`src/rtl/comb_float32_to_fixed_point_pkg.sv`:
```
// Shared float32 field definitions for the float-to-fixed converter.
package comb_float32_to_fixed_point_pkg;

    localparam int EXP_BIAS = 127;
    localparam int MANT_W   = 23;
    localparam int EXP_W    = 8;
    localparam logic [EXP_W-1:0] EXP_SPECIAL = 8'd255;

    // IEEE-754 single-precision fields, MSB first.
    typedef struct packed {
        logic              sign;
        logic [EXP_W-1:0]  exp;
        logic [MANT_W-1:0] mant;
    } float32_t;

    // Zero exponent covers both signed zeros and denormals.
    function automatic logic is_zero_exp(input float32_t f);
        return f.exp == '0;
    endfunction

endpackage

```
`src/rtl/comb_float32_to_fixed_point_core.sv`:
```
// Combinational float32 -> signed fixed-point conversion with optional
// round-half-away-from-zero and saturate-or-wrap overflow handling.
module float32_to_fixed_core
    import comb_float32_to_fixed_point_pkg::*;
#(
    parameter int WOI   = 10,
    parameter int WOF   = 10,
    parameter int ROOF  = 1,
    parameter int ROUND = 1
) (
    input  logic [31:0]        in,
    output logic [WOI+WOF-1:0] out,
    output logic               upflow,
    output logic               downflow
);

    localparam int W  = WOI + WOF;
    // Wide enough for the 24-bit significand shifted left by up to W-1,
    // plus the rounding carry on the right-shift path.
    localparam int MW = W + 25;

    localparam logic [MW-1:0] ONE     = MW'(1);
    localparam logic [MW-1:0] NEG_LIM = ONE << (W - 1);
    localparam logic [MW-1:0] POS_LIM = NEG_LIM - ONE;
    localparam logic [W-1:0]  OUT_MAX = {1'b0, {(W-1){1'b1}}};
    localparam logic [W-1:0]  OUT_MIN = {1'b1, {(W-1){1'b0}}};

    float32_t        f;
    logic [MANT_W:0] sig;
    int              shift;
    logic [MW-1:0]   half;
    logic [MW-1:0]   mag;
    logic [MW-1:0]   neg_mag;
    logic            too_big;
    logic            ovf;
    logic [W-1:0]    wrapped;

    // Scale the significand to fixed-point units and apply rounding.
    always_comb begin
        // NOTE: every signal gets a default before any branch so no latch is inferred.
        f       = float32_t'(in);
        sig     = {1'b1, f.mant};
        shift   = int'(f.exp) - (EXP_BIAS + MANT_W) + WOF;
        half    = '0;
        mag     = '0;
        too_big = 1'b0;
        if (shift >= W) begin
            // Leading one lands at or above bit W: overflow, wrapped bits all zero.
            too_big = 1'b1;
        end else if (shift >= 0) begin
            mag = MW'(sig) << shift;
        end else begin
            // Keep one extra bit below the LSB so rounding is a single add.
            half = MW'(sig) >> (-shift - 1);
            mag  = (ROUND != 0) ? ((half + ONE) >> 1) : (half >> 1);
        end
        neg_mag = -mag;
        wrapped = f.sign ? neg_mag[W-1:0] : mag[W-1:0];
        ovf     = too_big || (f.sign ? (mag > NEG_LIM) : (mag > POS_LIM));
    end

    // Select the final value and flags by input class.
    always_comb begin
        out      = '0;
        upflow   = 1'b0;
        downflow = 1'b0;
        if (f.exp == EXP_SPECIAL) begin
            upflow = 1'b1;
            out    = f.sign ? OUT_MIN : OUT_MAX;
        end else if (is_zero_exp(f)) begin
            downflow = (f.mant != '0);
        end else if (ovf) begin
            upflow = 1'b1;
            if (ROOF != 0) begin
                out = f.sign ? OUT_MIN : OUT_MAX;
            end else begin
                out = wrapped;
            end
        end else begin
            out      = wrapped;
            downflow = (mag == '0);
        end
    end

endmodule

```
`src/rtl/comb_float32_to_fixed_point.sv`:
```
// Top level: combinational float32 -> fixed conversion, registered once.
module comb_float32_to_fixed_point #(
    parameter int WOI   = 10,
    parameter int WOF   = 10,
    parameter int ROOF  = 1,
    parameter int ROUND = 1
) (
    input  logic               clk,
    input  logic               rst,
    input  logic [31:0]        in,
    output logic [WOI+WOF-1:0] out,
    output logic               upflow,
    output logic               downflow
);

    logic [WOI+WOF-1:0] out_c;
    logic               upflow_c;
    logic               downflow_c;

    float32_to_fixed_core #(
        .WOI  (WOI),
        .WOF  (WOF),
        .ROOF (ROOF),
        .ROUND(ROUND)
    ) u_core (
        .in      (in),
        .out     (out_c),
        .upflow  (upflow_c),
        .downflow(downflow_c)
    );

    // Output register; asynchronous reset clears result and flags.
    always_ff @(posedge clk or posedge rst) begin
        // NOTE: non-blocking assignments make register updates independent of evaluation order.
        if (rst) begin
            out      <= '0;
            upflow   <= 1'b0;
            downflow <= 1'b0;
        end else begin
            out      <= out_c;
            upflow   <= upflow_c;
            downflow <= downflow_c;
        end
    end

endmodule

```
`config.mk`:
```
export PLATFORM = sky130hd
export DESIGN_NAME = comb_float32_to_fixed_point
export DESIGN_NICKNAME = d
export VERILOG_FILES = /design/src/rtl/comb_float32_to_fixed_point_pkg.sv /design/src/rtl/comb_float32_to_fixed_point_core.sv /design/src/rtl/comb_float32_to_fixed_point.sv
export SDC_FILE = /design/constraint.sdc
export NUM_CORES = 1
export LEC_CHECK = 0
export ABC_AREA = 1
export CELL_PAD_IN_SITES_DETAIL_PLACEMENT = 1
export CELL_PAD_IN_SITES_GLOBAL_PLACEMENT = 1
export CORE_MARGIN = 3
export CORE_UTILIZATION = 44
export CTS_CLUSTER_DIAMETER = 150
export DETAILED_ROUTE_END_ITERATION = 10
export PLACE_DENSITY = 0.93
export SYNTH_ARGS = -nofsm -noshare
export SYNTH_HDL_FRONTEND = slang
export SYNTH_SLANG_ARGS = --single-unit
```
`constraint.sdc`:
```
create_clock -name clk -period 1.3 [get_ports clk]
set_input_delay 0.26 -clock clk [delete_from_list [all_inputs] [get_ports clk]]
set_output_delay 0.26 -clock clk [all_outputs]
set_load 0.01 [all_outputs]
```
==> results of run 1 <==
cell usage after synthesis (all sizes together):
master	n	area [um^2]
o22ai	4	25.0
a21boi	6	45.0
o41ai	1	8.76
ha	13	163
clkbuf	33	124
and3	2	12.5
nor4	13	81.3
inv	124	465
clkinv	4	15.0
o221ai	3	26.3
a21oi	27	158
and2	1	6.26
nand3b	10	75.1
xor2	3	26.3
nand2	831	3240
nand3	253	1320
a31oi	2	12.5
a32o	2	20.0
dfrtp	22	551
o211ai	1	7.51
nor3	18	111
nor3b	2	15.0
buf	58	268
nand4	73	457
a211oi	1	7.51
o21bai	2	15.0
a21o	1	7.51
or2	10	62.6
nor2	146	674
o21ai	72	364
logic make-up after synthesis:
kind of cell,after synthesis,share of synthesized area
simple gates,1359,0.724
compound gates,122,0.0833
buf+inv,219,0.104
flops,22,0.0658
fa+ha+maj,13,0.0194
xor+xnor,3,0.00314
through the flow:
step	instance area [um^2]	hold slack, ps	cells
global placement	12000	599	2315
floorplan	8560	249	1738
==> results, run 1 <==
- The half-perimeter wire length after detailed placement is approximately 50000 um.
- Synthesis produced a netlist with a net count of about 1800.
- The port buffer count is 55.
- The proportion of synthesized chip area in sequential cells is 0.0658.
- The final RePlAce weighted congestion is 1.09.
- The total number of placement rows is 49.
- Dividing the synthesized area by the synthesized cell count gives around 4.8 um^2.
- The Yosys warning count is 0.
- The first error in the log reads "[ERROR DPL-0033] detailed placement checks failed during check placement".
- The y dimension of the die is about 140 um.
- The initial core utilization is 0.456.
- After technology mapping, the gate count stands at 1738.
- The combined area of all synthesized cells is around 8400 um^2.
- The stage where the flow stopped is 3_5_place_dp.
- 56 I/O pins were placed.
- The number of different library cells in the post-synthesis netlist is between 40 and 50.
- The run stopped with a tool error.
- After synthesis the netlist holds a flip-flop and latch count of 22.
- The die boundary width is approximately 140 um.
==> run 2, diff against run 1 <==
--- a/config.mk
+++ b/config.mk
@@ -6,13 +6,10 @@
 export NUM_CORES = 1
 export LEC_CHECK = 0
 export ABC_AREA = 1
-export CELL_PAD_IN_SITES_DETAIL_PLACEMENT = 1
-export CELL_PAD_IN_SITES_GLOBAL_PLACEMENT = 1
 export CORE_MARGIN = 3
-export CORE_UTILIZATION = 44
-export CTS_CLUSTER_DIAMETER = 150
+export CORE_UTILIZATION = 40
 export DETAILED_ROUTE_END_ITERATION = 10
-export PLACE_DENSITY = 0.93
+export PLACE_DENSITY_LB_ADDON = 0.15
 export SYNTH_ARGS = -nofsm -noshare
 export SYNTH_HDL_FRONTEND = slang
 export SYNTH_SLANG_ARGS = --single-unit
==> run 2 against run 1 <==
  * The flow now finishes, with violations (negative setup slack)
  * Synthesized area stayed put
  * Synthesized cell count stayed put
==> results, run 2 <==
- The highest cell delay on the worst timing path is between 200 and 250 ps.
- The share of the cycle needed by the critical path after routing is 4.11.
- The die boundary width came to 151 um (+4.7%).
- The maximum VDD drop is approximately 0.00048 V.
- The tool flagged a number of max-cap violations equal to 0.
- After layout, the worst setup slack is -4050 ps.
- The first TritonRoute pass finished after 6 iterations.
- The cell with the most instances after synthesis is nand2_1.
- Across every metal layer, demand over resource in global routing totals 0.330.
- The combined area of all synthesized cells was 8360 um^2 (unchanged).
- Entering global routing, the biggest net connects 74 pins.
- The clock-pin slew of the registers on the worst-case setup and hold paths is 50 ps.
- Counting I/O delays and the setup requirement, the final critical path takes roughly 5300 ps.
- The via count of the first global-routing pass was 12200.
- The required time at the endpoint of the critical path is roughly 1400 ps.
- The remaining antenna violation count after routing is 0.
- 0 antenna diodes ended up in the layout.
- Buffers inserted during clock tree synthesis total 3.
- The cell class contributing the biggest share of worst-path delay is simple AND/OR/NAND/NOR gates.
- The initial core utilization is 0.411 (-0.0456).
- The total number of placement rows is 52 (+6.1%).
- Yosys attributes the largest share of cell area to nand2_1 36%, nand3_1 15%, dfrtp_1 6.6%.
- The path class of the lowest-slack min-delay path is in -> async.
- The portion of synthesized cell area occupied by the leading cell type is 0.359 (unchanged).
- The initial antenna violation count is 0.
- The average cell area after synthesis is 4.81 um^2 (unchanged).
- The number of different library cells in the post-synthesis netlist was 48 (unchanged).
- The biggest area consumer among synthesized cells is nand2_1.
- The slew at the pin closest to its max-slew limit is approximately 780 ps.
- In this run the number of H-tree levels came out at 1.
- In this run the static leakage power is 6.94 nW.
- The final worst hold slack is around 350 ps.
- The combined buffer and inverter count along the critical path is 6.
- The count of flip-flops with a built-in enable after synthesis is 0 (unchanged).
- The flip-flop count of the largest register after layout is 20.
- The critical path arrival is ~5500 ps.
- The proportion of synthesized chip area in sequential cells is 0.0658 (unchanged).
- Counting flops per register, the top entry is out.
- The final RePlAce weighted congestion was 1.03 (-5.3%).
- Setup repair after global routing could not meet its margin everywhere.
- The boundary pin count came to 56 (unchanged).
- The total power per unit cell area is approximately 580 nW/um^2.
- Measured against its own limit, the worst slew margin works out to 0.480.
- Leaving out fill and tap cells, the most frequent cells in the layout are 752 x nand2_1, 427 x buf_4, 210 x nand3_1, 101 x inv_1, 96 x nor2_1.
- The number of DRC markers in iteration 0 is ~1200.
- After the last flow step, the layout net total stands at ~2200.
- The library cell used most frequently in the layout, excluding fill and tap cells, is nand2_1.
- The synthesized netlist net count was 1785 (unchanged).
- In the final layout, the registers with the most flip-flops are out (20), downflow (1), upflow (1).
- The number of filler cells placed in the layout is slightly below 2000.
- The final setup violation count is 22.
- For this design, the sink count on the clock tree is 22.
- The area of the core is 20400 um^2.
- In this run the clock root is driven by a clkbuf_16.
- The post-synthesis async set-or-reset flop share is 1.00 (unchanged).
- The run finished, with violations left.
- The area added between synthesis and finish is 59.3%.
- For this run, the share of the core covered by cells in the final layout is 0.654.
- The Yosys warning count is 0 (unchanged).
- Among the stages of the critical path, the cell type that occurs most often is nand2_2.
- The worst setup path is of the in -> reg kind.
- The worst setup path is launched from an input pin.
- STA classifies the critical path endpoint as a flip-flop.
- The half-perimeter wire length after detailed placement is 29700 um (-40%).
- Summed over all layers, the global routing overflow is 0.
- For this run, design rule violations remaining after detail routing come to 0.
- The y dimension of the die is 151 um (+4.7%).
- The register bit total from synthesis came to 22 (unchanged).
- Dividing the detail-routed via count by the number of cells gives roughly 5.4.
- The worst setup path startpoint is in[24].
- The count of final hold-check violations was 0.
- The total wirelength of the detailed-routed design is around 38000 um.
- The commonest cells after synthesis are 800 x nand2_1, 243 x nand3_1, 121 x nor2_1.
- Among all flip-flop cells after synthesis, the most frequent one is dfrtp_1.
- The fraction of layout instances using a drive strength above 1 is 0.320.
- The biggest fanout along the worst timing path is 7.
- The synthesized instance count is 1738 (unchanged).
- The count of final max-slew check failures came to 0.
- The die area is between 20000 and 25000 um^2.
- The maximum clock rate is 187 MHz.
- The CTS tree is built.
- The average wire length per cell after detail routing is ~16 um.
- The port buffer count is 55 (unchanged).
- The final reports fail on negative setup slack.
- The wire length of the first global-routing pass is ~61000 um.
- The buffer depth of the longest clock path is 2.
- The number of vias after detailed routing is roughly 13000.
- The power consumption is around 7.8 mW.
- On the critical path, the stage with the largest delay is an instance of ha_4.
==> run 2: cell counts after synthesis <==
No cell type changed its count.
==> run 2: timing repair <==
action	4_1_cts	5_1_grt
gates resized for setup	157	53
hold buffers	0	0
setup buffers	29	9
pin swaps	54	66
endpoints found under the setup margin	44	22
cloned	3	0
==> run 2: cell type report <==
| cell class | instances | area (um^2) | area share |
|---|---|---|---|
| inverter | 128 | 510 | 0.0383 |
| timing repair buffer | 507 | 4140 | 0.311 |
| sequential | 22 | 551 | 0.0413 |
| tap | 270 | 338 | 0.0254 |
| multi-input combinational | 1497 | 7710 | 0.579 |
| clock buffer | 3 | 75.1 | 0.00563 |
==> run 2: path summary, 6_finish.rpt <==
check,endpoint,slack (ps),cells past startpoint
setup / recovery,out[15],-4050,43
hold / removal,out[8],350,3
max in group asynchronous,out[11],740,3
min in group clk,out[19],620,7
==> run 2: stage by stage <==
stage	instances	worst slack (ps)	setup TNS, ps	cell area (um^2)
after CTS	2421	-3880	-84350	13100
final	2427	-4050	-87800	13300
after detailed placement	2386	-4900	-106480	12200
after global routing	2427	-4370	-94860	13300
after global placement	2386	-4700	-102480	12200
after floorplan	1738	-4390	-94680	8560
==> run 2: kinds of logic after synthesis <==
logic type / Yosys count / synth area share
fa+ha+maj: 13 / 0.0194
simple gates: 1359 / 0.724
flops: 22 / 0.0658
xor+xnor: 3 / 0.00314
compound gates: 122 / 0.0833
buf+inv: 219 / 0.104
==> run 2: power breakdown <==
group | switching (mW) | leakage [nW] | internal [mW] | total (mW)
Combinational | 3.63 | 6.65 | 2.70 | 6.33
Sequential | 0.0229 | 0.254 | 0.784 | 0.807
Clock | 0.220 | 0.0370 | 0.405 | 0.625
Total | 3.87 | 6.94 | 3.89 | 7.76
==> run 2: per-layer routing <==
layer  GRT usage  share of wire  routed length, um
met1       0.430           0.42              15900
met2       0.568           0.47              17900
met3      0.0340          0.076               2920
met4       0.113          0.039               1490
met5           0              0                  0
Note: power is estimated with default switching activity, not from simulation.
==> run 3, diff against run 2 <==
--- a/config.mk
+++ b/config.mk
@@ -7,7 +7,7 @@
 export LEC_CHECK = 0
 export ABC_AREA = 1
 export CORE_MARGIN = 3
-export CORE_UTILIZATION = 40
+export CORE_UTILIZATION = 61
 export DETAILED_ROUTE_END_ITERATION = 10
 export PLACE_DENSITY_LB_ADDON = 0.15
 export SYNTH_ARGS = -nofsm -noshare
==> run 3 against run 2 <==
  * The run now fails in 5_1_grt
  * Synthesized area is the same
  * Synthesized cell count stayed put
==> results, run 3 <==
- The stage where the flow stopped is 5_1_grt.
- The register bit total from synthesis came to 22 (unchanged).
- The total global routing overflow is ~420.
- The root buffer cell chosen for the clock tree is clkbuf_16.
- The synthesized netlist net count is 1785 (unchanged).
- The count of flip-flops with a built-in enable after synthesis is 0 (unchanged).
- The CTS buffer count came to 3 (unchanged).
- The CTS H-tree depth is 1 (unchanged).
- The Yosys warning count is 0 (unchanged).
- The most used flip-flop cell after synthesis is dfrtp_1.
- The initial core utilization is 0.627 (+0.216).
- The cell with the most instances after synthesis is nand2_1.
- By count the netlist is led by 800 x nand2_1, 243 x nand3_1, 121 x nor2_1.
- The combined area of all synthesized cells was 8360 um^2 (unchanged).
- By area the synthesized netlist is led by nand2_1 36%, nand3_1 15%, dfrtp_1 6.6%.
- The post-place instance area is 11700 um^2 (-4.1%).
- The portion of synthesized cell area occupied by the leading cell type was 0.359 (unchanged).
- The port buffer count is 55 (unchanged).
- The post-synthesis async set-or-reset flop share came to 1.00 (unchanged).
- The synthesized instance count is 1738 (unchanged).
- The buffer depth of the longest clock path is 2 (unchanged).
- The all-layer global routing usage is 0.887.
- The die boundary width is 123 um (-18%).
- Entering global routing, the biggest net connects 74 pins.
- The first global-routing pass estimated about 110000 um of wire.
- The run stopped with a tool error.
- The via count of the first global-routing pass was 19000.
- The average cell area after synthesis is 4.81 um^2 (unchanged).
- The hold buffer count at cts is 0 (unchanged).
- The tool reported: "[ERROR GRT-0116] Global routing finished with congestion. Check the congestion regions in the DRC Viewer".
- The number of different library cells in the post-synthesis netlist is 48 (unchanged).
- The half-perimeter wire length after detailed placement was 30700 um (+3.4%).
- The boundary pin count is 56 (unchanged).
- The final RePlAce weighted congestion is 1.07 (+4.4%).
- The largest total area in the synthesized netlist belongs to nand2_1.
- The number of sinks on the clock net is 22 (unchanged).
- The y dimension of the die is 123 um (-18%).
- The total number of placement rows is 42 (-19%).
- The proportion of synthesized chip area in sequential cells is 0.0658 (unchanged).
## run 3: cell counts after synthesis
Identical to the previous run, type by type.
## run 3: repair_timing
item / 4_1_cts
endpoints found under the setup margin: 44
gates cloned: 4
pin swaps: 58
setup buffers: 36
gates resized for setup: 168
## run 3: cells by family after synthesis
| kind of cell | count (synthesis) | share of synthesized area |
|---|---|---|
| AO/OA/AOI/OAI | 122 | 0.0833 |
| flip-flops | 22 | 0.0658 |
| buffers and inverters | 219 | 0.104 |
| XOR/XNOR | 3 | 0.00314 |
| adder cells (fa/ha/maj) | 13 | 0.0194 |
| AND/OR/NAND/NOR | 1359 | 0.724 |
## run 3: stage by stage
stage	hold slack (ps)	setup TNS (ps)	utilization	cells	worst slack [ps]
3_3_place_gp	610	-99490	0.879	2242	-4550
3_5_place_dp	631	-110570	0.879	2242	-5090
4_1_cts	352	-88310	0.954	2286	-4050
2_1_floorplan	249	-94680	-	1738	-4390
## run 3: per-layer routing
| layer | track usage | overflow |
|---|---|---|
| met4 | 0.982 | 141 |
| met1 | 0.836 | 11 |
| met3 | 0.756 | 7 |
| met5 | 0.337 | 0 |
| met2 | 1.05 | 265 |
